[config.mk]
export PLATFORM = sky130hd
export DESIGN_NAME = cell_axilite_arbiter
export DESIGN_NICKNAME = d
export VERILOG_FILES = /design/src/rtl/cell_axilite_arbiter.sv
export SDC_FILE = /design/constraint.sdc
export NUM_CORES = 1
export LEC_CHECK = 0
export BUFFER_PORTS_ARGS = -buffer_cell sky130_fd_sc_hd__buf_4
export CORE_AREA = 2 2 127 129
export CTS_BUF_LIST = sky130_fd_sc_hd__clkbuf_4 sky130_fd_sc_hd__clkbuf_8
export CTS_CLUSTER_DIAMETER = 150
export DETAILED_ROUTE_END_ITERATION = 16
export DIE_AREA = 0 0 129 131
export PLACE_DENSITY = 0.75
export SKIP_LAST_GASP = 1
export SLEW_MARGIN = 15
export SYNTH_ARGS = -nofsm -noshare
export SYNTH_HDL_FRONTEND = slang
export SYNTH_SLANG_ARGS = --single-unit
export TNS_END_PERCENT = 1
[constraint.sdc]
create_clock -name aclk -period 2.3 [get_ports aclk]
set_input_delay 0.345 -clock aclk [delete_from_list [all_inputs] [get_ports aclk]]
set_output_delay 0.345 -clock aclk [all_outputs]
set_load 0.005 [all_outputs]
[src/rtl/cell_axilite_arbiter.sv]
// cell_axilite_arbiter: round-robin arbiter funnelling two requesters onto one AXI-lite master, one transaction at a time
module cell_axilite_arbiter #(
  parameter int ADDR_WIDTH = 32,
  parameter int DATA_WIDTH = 32,
  localparam int SW = DATA_WIDTH / 8
) (
  input  logic                    aclk,
  input  logic                    aresetn,
  input  logic [1:0]              req,
  input  logic [1:0]              we,
  input  logic [2*ADDR_WIDTH-1:0] addr,
  input  logic [2*DATA_WIDTH-1:0] wdata_in,
  input  logic [2*SW-1:0]         wstrb_in,
  output logic [1:0]              done,
  output logic [DATA_WIDTH-1:0]   rdata_out,
  output logic [1:0]              resp_out,
  output logic                    busy,
  output logic [ADDR_WIDTH-1:0]   awaddr,
  output logic                    awvalid,
  input  logic                    awready,
  output logic [DATA_WIDTH-1:0]   wdata,
  output logic [SW-1:0]           wstrb,
  output logic                    wvalid,
  input  logic                    wready,
  input  logic [1:0]              bresp,
  input  logic                    bvalid,
  output logic                    bready,
  output logic [ADDR_WIDTH-1:0]   araddr,
  output logic                    arvalid,
  input  logic                    arready,
  input  logic [DATA_WIDTH-1:0]   rdata,
  input  logic [1:0]              rresp,
  input  logic                    rvalid,
  output logic                    rready
);
  typedef enum logic [2:0] {IDLE, WRITE, WRESP, RADDR, RDATA, DONE} state_t;
  state_t state, nxt;
  logic grant, last, pick, aw_pend, w_pend;
  logic [ADDR_WIDTH-1:0] addr_q;
  logic [DATA_WIDTH-1:0] wdata_q, rdata_q;
  logic [SW-1:0] wstrb_q;
  logic [1:0] resp_q;
  assign pick = &req ? ~last : req[1];
  always_comb begin
    nxt = state;
    awvalid = state == WRITE && aw_pend;
    wvalid = state == WRITE && w_pend;
    bready = state == WRESP;
    arvalid = state == RADDR;
    rready = state == RDATA;
    busy = state != IDLE;
    done = state == DONE ? {grant, ~grant} : 2'b00;
    rdata_out = state == DONE ? rdata_q : '0;
    resp_out = state == DONE ? resp_q : 2'b00;
    awaddr = addr_q;
    araddr = addr_q;
    wdata = wdata_q;
    wstrb = wstrb_q;
    case (state)
      IDLE:    nxt = |req ? (we[pick] ? WRITE : RADDR) : IDLE;
      WRITE:   nxt = (!aw_pend || awready) && (!w_pend || wready) ? WRESP : WRITE;
      WRESP:   nxt = bvalid ? DONE : WRESP;
      RADDR:   nxt = arready ? RDATA : RADDR;
      RDATA:   nxt = rvalid ? DONE : RDATA;
      default: nxt = IDLE;
    endcase
  end
  always_ff @(posedge aclk or negedge aresetn)
    if (!aresetn) begin
      state <= IDLE;
      grant <= 1'b0;
      last <= 1'b1;
      aw_pend <= 1'b0;
      w_pend <= 1'b0;
      addr_q <= '0;
      wdata_q <= '0;
      wstrb_q <= '0;
      rdata_q <= '0;
      resp_q <= 2'b00;
    end else begin
      state <= nxt;
      if (state == IDLE && |req) begin
        grant <= pick;
        last <= pick;
        addr_q <= pick ? addr[2*ADDR_WIDTH-1:ADDR_WIDTH] : addr[ADDR_WIDTH-1:0];
        wdata_q <= pick ? wdata_in[2*DATA_WIDTH-1:DATA_WIDTH] : wdata_in[DATA_WIDTH-1:0];
        wstrb_q <= pick ? wstrb_in[2*SW-1:SW] : wstrb_in[SW-1:0];
        aw_pend <= we[pick];
        w_pend <= we[pick];
      end
      if (awvalid && awready) aw_pend <= 1'b0;
      if (wvalid && wready) w_pend <= 1'b0;
      if (state == WRESP && bvalid) begin
        resp_q <= bresp;
        rdata_q <= '0;
      end
      if (state == RDATA && rvalid) begin
        resp_q <= rresp;
        rdata_q <= rdata;
      end
    end
endmodule

# [Yosys cells after proc, flatten, opt, wreduce, memory -nomap -nowiden]
# Index checks and enable logic that the tools add are counted.
# W data, S select, Z words.
[classes] muxes=23 n_addsub=0 div_mod_pow=0 magnitude_cmp=1 n_mul=0 bitwise=2 eq_ne=5 shifts=0 n_reduce_logical=19
[op_table] op="$mux W32" n=5
[op_table] op="$pmux W3 S5" n=1
[op_table] op="$mux W2" n=7
[op_table] op="$logic_and A1 B1 Y1" n=8
[op_table] op="$mux W1" n=7
[op_table] op="$eq A3 B2 Y1 const B" n=2
[op_table] op="$eq A3 B3 Y1 const B" n=2
[op_table] op="$mux W3" n=2
[op_table] op="$reduce_bool A2 Y1" n=3
[op_table] op="$mux W4" n=1
[op_table] op="$eq A3 B1 Y1 const B" n=1
[op_table] op="$logic_not A3 Y1" n=1
[op_table] op="$reduce_bool A3 Y1" n=1
[op_table] op="$logic_not A1 Y1" n=2
[op_table] op="$logic_or A1 B1 Y1" n=2
[op_table] op="$lt A1 B2 Y1 const B" n=1
[op_table] op="$not A1 Y1" n=2
[op_table] op="$reduce_and A2 Y1" n=1
[op_table] op="$reduce_or A2 Y1" n=1
[word_totals] n_memories=0 latchBits=0 output_inout_bits=142 romBits=0 input_bits=183 wordCells=60 ff_bits=109 ramBits=0

# [Depth between registers and ports, before layout]
[logic_depth] ltp_word=7 depth_mapped=6 depth_no_buf=3

# [Worst setup path before layout]
# OpenSTA, ideal clock, no wires.
[synth_path] path_kind="reg-to-reg" start="register state[0]" end="register addr_q[0], in the netlist araddr[0]" slack_ps=660 path_buffers=3 stages_incl_launch_ff=7 t_arrival_ps=1515 path_cell_list="dfrtp_1 -> buf_6 -> nor3_4 -> and2_4 -> buf_12 -> buf_12 -> mux2_4"
[synth_via] elab_chain_cells=2
[synth_lines] item="start, declared" line_no="37" rtl="state_t state, nxt;"
[synth_lines] item="start signal, assigned" line_no="81" rtl="state <= nxt;"
[synth_lines] item="$logic_not A3 Y1" line_no="82" rtl="if (state == IDLE && |req) begin"
[synth_lines] item="$logic_and A1 B1 Y1" line_no="82"
[synth_lines] item="end signal, assigned" line_no="85" rtl="addr_q <= pick ? addr[2*ADDR_WIDTH-1:ADDR_WIDTH] : addr[ADDR_WIDTH-1:0];"
[synth_lines] item="end, declared" line_no="39" rtl="logic [ADDR_WIDTH-1:0] addr_q;"
# Every way passes these cells.
# A chain may end at the register's enable or synchronous reset.

# [Worst setup path after layout]
[layout_path] start="register state[1]" end="output port rdata_out[3]"
[layout_via] elab_chain_cells=2
[layout_lines] item="$eq A3 B3 Y1" line_no="53" rtl="rdata_out = state == DONE ? rdata_q : '0;"
[layout_lines] item="$mux W32" line_no="53"
[layout_lines] item="end, declared" line_no="15" rtl="output logic [DATA_WIDTH-1:0] rdata_out,"
# Every way passes these cells.

==> Flow_metrics.wiki <==
{| class="wikitable"
! Metric !! Value
|-
| Top Usage Layer GRT || met2
|-
| Max clock buf depth || 2
|-
| End of the worst register-to-register path || araddr[25]
|-
| CP Launch Type || flip-flop
|-
| Grt met2 use || 0.328
|-
| Reg2Reg Setup Slack || roughly 0.43 ns
|-
| Synth cell types || 38
|-
| 1st-pass router iterations || 4
|-
| Fraction of synthesized area in multiplexers || 0.317
|-
| Post-route ant nets || 0
|-
| Setup clock skew after layout || around 0.014 ns
|-
| WHS || between 0.15 and 0.2 ns
|-
| Logic depth of the worst register-to-register path || 4
|-
| Clock buffers created by TritonCTS || 9
|-
| Post-layout nets || about 900
|-
| Worst Setup Path Type || flip-flop to output pin
|-
| Maximum net fanout on the critical path || 31
|-
| Layout overhead on the synthesized area || 44.5%
|-
| Total wire length || between 15 and 20 mm
|-
| Final-layout setup total negative slack || 0 ns
|-
| Adder and majority gate portion of the synthesized area || 0
|-
| Total standard cell area after synthesis || roughly 0.0059 mm^2
|-
| Power density over cell area || roughly 1200 mW/mm^2
|-
| Worst Hold Depth || 2
|-
| Number of antenna violations at the first check in global routing || 0
|-
| Die width || 129 um
|-
| Weighted congestion at the end of routability-driven global placement || between 0.7 and 0.8
|-
| Via count of the first global-routing pass || ~4600
|-
| Cells taking the most area after synthesis || dfrtp_1 (46%), mux2_4 (18%), mux2_2 (13%)
|-
| Met3 track demand over resource in global routing || 0.0371
|-
| Synthesized-area fraction occupied by ao, oa, aoi and oai cells || 0.0658
|-
| Clock Power Share || 0.113
|-
| Endpoint required time on the critical path || between 1.5 and 2 ns
|-
| CTS tree || built
|-
| Simple-gate share of the synthesized area || 0.0641
|-
| Register clock-pin slew on the reported worst setup and hold paths || roughly 0.1 ns
|-
| Starting density of the core || 0.375
|-
| Worst-margin pin slew || approximately 0.5 ns
|-
| Count of unresolved DRC violations after routing || 0
|-
| CTS Root Cell || clkbuf_8
|-
| EDFF count, synth || 0
|-
| Library cell occupying the most area in the post-synthesis netlist || dfrtp_1
|-
| Internal Power || slightly below 7000 uW
|-
| Maximum vdd drop || a little under 0.5 mV
|-
| Share of post-route cells with drive strength above 1 || 0.706
|-
| Period utilisation layout || 0.909
|-
| Count of synthesis-stage warnings from yosys || 0
|-
| Fraction of registers with async set/reset || 1.00
|-
| Met1 Use GR || 0.203
|-
| Endpoint of the worst hold path || last
|-
| Io pins || 325
|-
| Std-Cell Core Area || approximately 0.016 mm^2
|-
| Post-synthesis area per instance || between 10 and 15 um^2
|-
| Highest achievable clock rate || about 480 MHz
|-
| Pins Over Slew Limit || 0
|-
| Reg-to-Reg Start || state[1]
|-
| Standby leakage power || about 0.0042 uW
|-
| Share of Yosys cell area claimed by the top area cell type || 0.462
|-
| Hold Crit Start || req[0]
|-
| Count of vias placed by the detailed router || roughly 4400
|-
| Row cnt || 46
|-
| Final hold viol count || 0
|-
| Via density per instance || roughly 4.7
|-
| Fraction of power spent switching nets || 0.319
|-
| XOR/XNOR share of the synthesized area || 0
|-
| ANT cells || 0
|-
| Post-synthesis register bit count || 109
|-
| Number of DRC markers in iteration 0 || 165
|-
| Element type at the critical path end || output pin
|-
| Worst min-delay path category || primary input to flip-flop
|-
| Total number of clock tree sinks || approximately 110
|-
| Normalized max-slew margin || 0.665
|-
| Final-report setup violation count || 0
|-
| Average detailed-routed wire length per instance || around 17 um
|-
| Global-route wire length before repair || between 20 and 25 mm
|-
| Max-cap viol count || 0
|-
| Fill cell instance count of the final layout || 1325
|-
| Syn_nets || 597
|-
| Shortest period the worst path allows || ~2.1 ns
|-
| Ys flop type || dfrtp_1
|-
| Total global-route track usage || 0.178
|-
| Hpwl dp || 12.2 mm
|-
| Die Area || about 0.017 mm^2
|-
| Port Buf Inserts || ~320
|-
| Main combinational cell family by area after synthesis || multiplexers
|-
| Endpoint arrival time on the critical path || 1.75 ns
|-
| Cells after synthesis || approximately 410
|-
| H-Tree Depth || 3
|-
| Gate power share || 0.520
|-
| Power dissipated by switching net loads || 3150 uW
|-
| Vert. Die Dim || ~130 um
|-
| Run status || complete, no violations
|-
| Clock latency on the worst-skew pair || between 0.3 and 0.4 ns
|-
| Seq/Total Area, Yosys || 0.466
|-
| Maximum number of pins on one net before global-route repair || 56
|-
| Sequential Power Share || 0.367
|-
| Unrepaired setup endpoints after global routing || no
|-
| Total grt overflow || 0
|}
[cells in the mapped netlist, drive strengths merged (2+ instances only)]
| library cell | count |
|---|---|
| a21oi | 3 |
| a221oi | 2 |
| a22o | 33 |
| and2 | 38 |
| and3b | 2 |
| buf | 53 |
| clkbuf | 5 |
| dfrtp | 108 |
| inv | 3 |
| mux2 | 140 |
| mux2i | 2 |
| nor2 | 3 |
| nor2b | 3 |
| nor3 | 3 |
| o21ai | 2 |
[power groups by stage]
stage          Sequential [uW]  Clock [uW]  Combinational (uW)
2_1_floorplan             3500           0                3460
3_3_place_gp              3610           0                5040
3_5_place_dp              3640           0                5190
4_1_cts                   3640        1160                5200
5_1_grt                   3760        1240                5530
6_report                  3640        1120                5150
[cells in the final DEF, fill, tap and decap left out, types with 2 or more instances in the layout]
cell	n
buf_4	336
dfrtp_1	107
mux2_2	70
mux2_4	69
and2_1	37
a22o_1	33
clkbuf_8	10
buf_12	5
nor2b_1	3
a21oi_1	3
nor3_1	2
inv_1	2
and3b_1	2
mux2i_1	2
nor2_1	2
a221oi_1	2
clkbuf_4	2
clkinvlp_4	2
[cell type report]
| cell class | instances | area [um^2] | area share |
|---|---|---|---|
| clock inverter | 4 | 32.5 | 0.00385 |
| tap | 216 | 270 | 0.0319 |
| inverter | 3 | 11.3 | 0.00133 |
| multi-input combinational | 244 | 2630 | 0.311 |
| clock buffer | 12 | 153 | 0.0180 |
| sequential | 109 | 2730 | 0.323 |
| timing repair buffer | 342 | 2630 | 0.311 |
[critical path: stages, from the launching register on]
cell and delay [ns]:
dfrtp_1 0.48, nand2b_1 0.24, nor2_4 0.19, buf_12 0.18
and2_1 0.15, buf_4 0.11
[logic make-up after synthesis]
kind of cell    Yosys count
compound gates           45
buf+inv                  61
flops                   109
mux                     142
simple gates             57
[metal layers]
layer  up-vias  share of wire
met5         -              0
met1      2136           0.37
met4         0          0.020
li1       2026              -
met2       192           0.54
met3        21          0.066
[flip-flops by register name, indices dropped and copies added (netlist names)]
register / count
state: 3
rdata_q: 32
last: 1
araddr: 32
grant: 1
wstrb: 4
wdata: 32
w_pend: 1
aw_pend: 1
resp_q: 2
[worst max path at each step]
stage | from | end | slack (ns) | cells past startpoint
after global routing | state[1] | rdata_out[16] | 0.06 | 5
final | state[1] | rdata_out[3] | 0.21 | 5
after floorplan | state[0] | araddr[0] | 0.66 | 6
after CTS | state[0] | rdata_out[3] | 0.09 | 5
after detailed placement | state[1] | rdata_out[7] | 0.42 | 5
after global placement | state[0] | wdata[10] | 0.46 | 4
[what timing repair did]
action | 4_1_cts | 5_1_grt
buffers inserted | 0 | 0
hold buffers | 1 | 0
setup endpoints to repair | 31 | 31
hold endpoints to repair | 14 | 0
gates resized for setup | 1 | 2
[per-stage QoR]
stage	utilization	worst slack, ns	cells	total power (uW)	area, um^2
after global routing	0.542	0.0614	930	10500	8460
after global placement	0.529	0.464	913	8650	8260
after floorplan	-	0.660	414	6970	5850
after detailed placement	0.529	0.421	913	8840	8260
final	0.542	0.209	930	9900	8460
after CTS	0.542	0.0864	930	10000	8450
(Power assumes the default switching activity.)
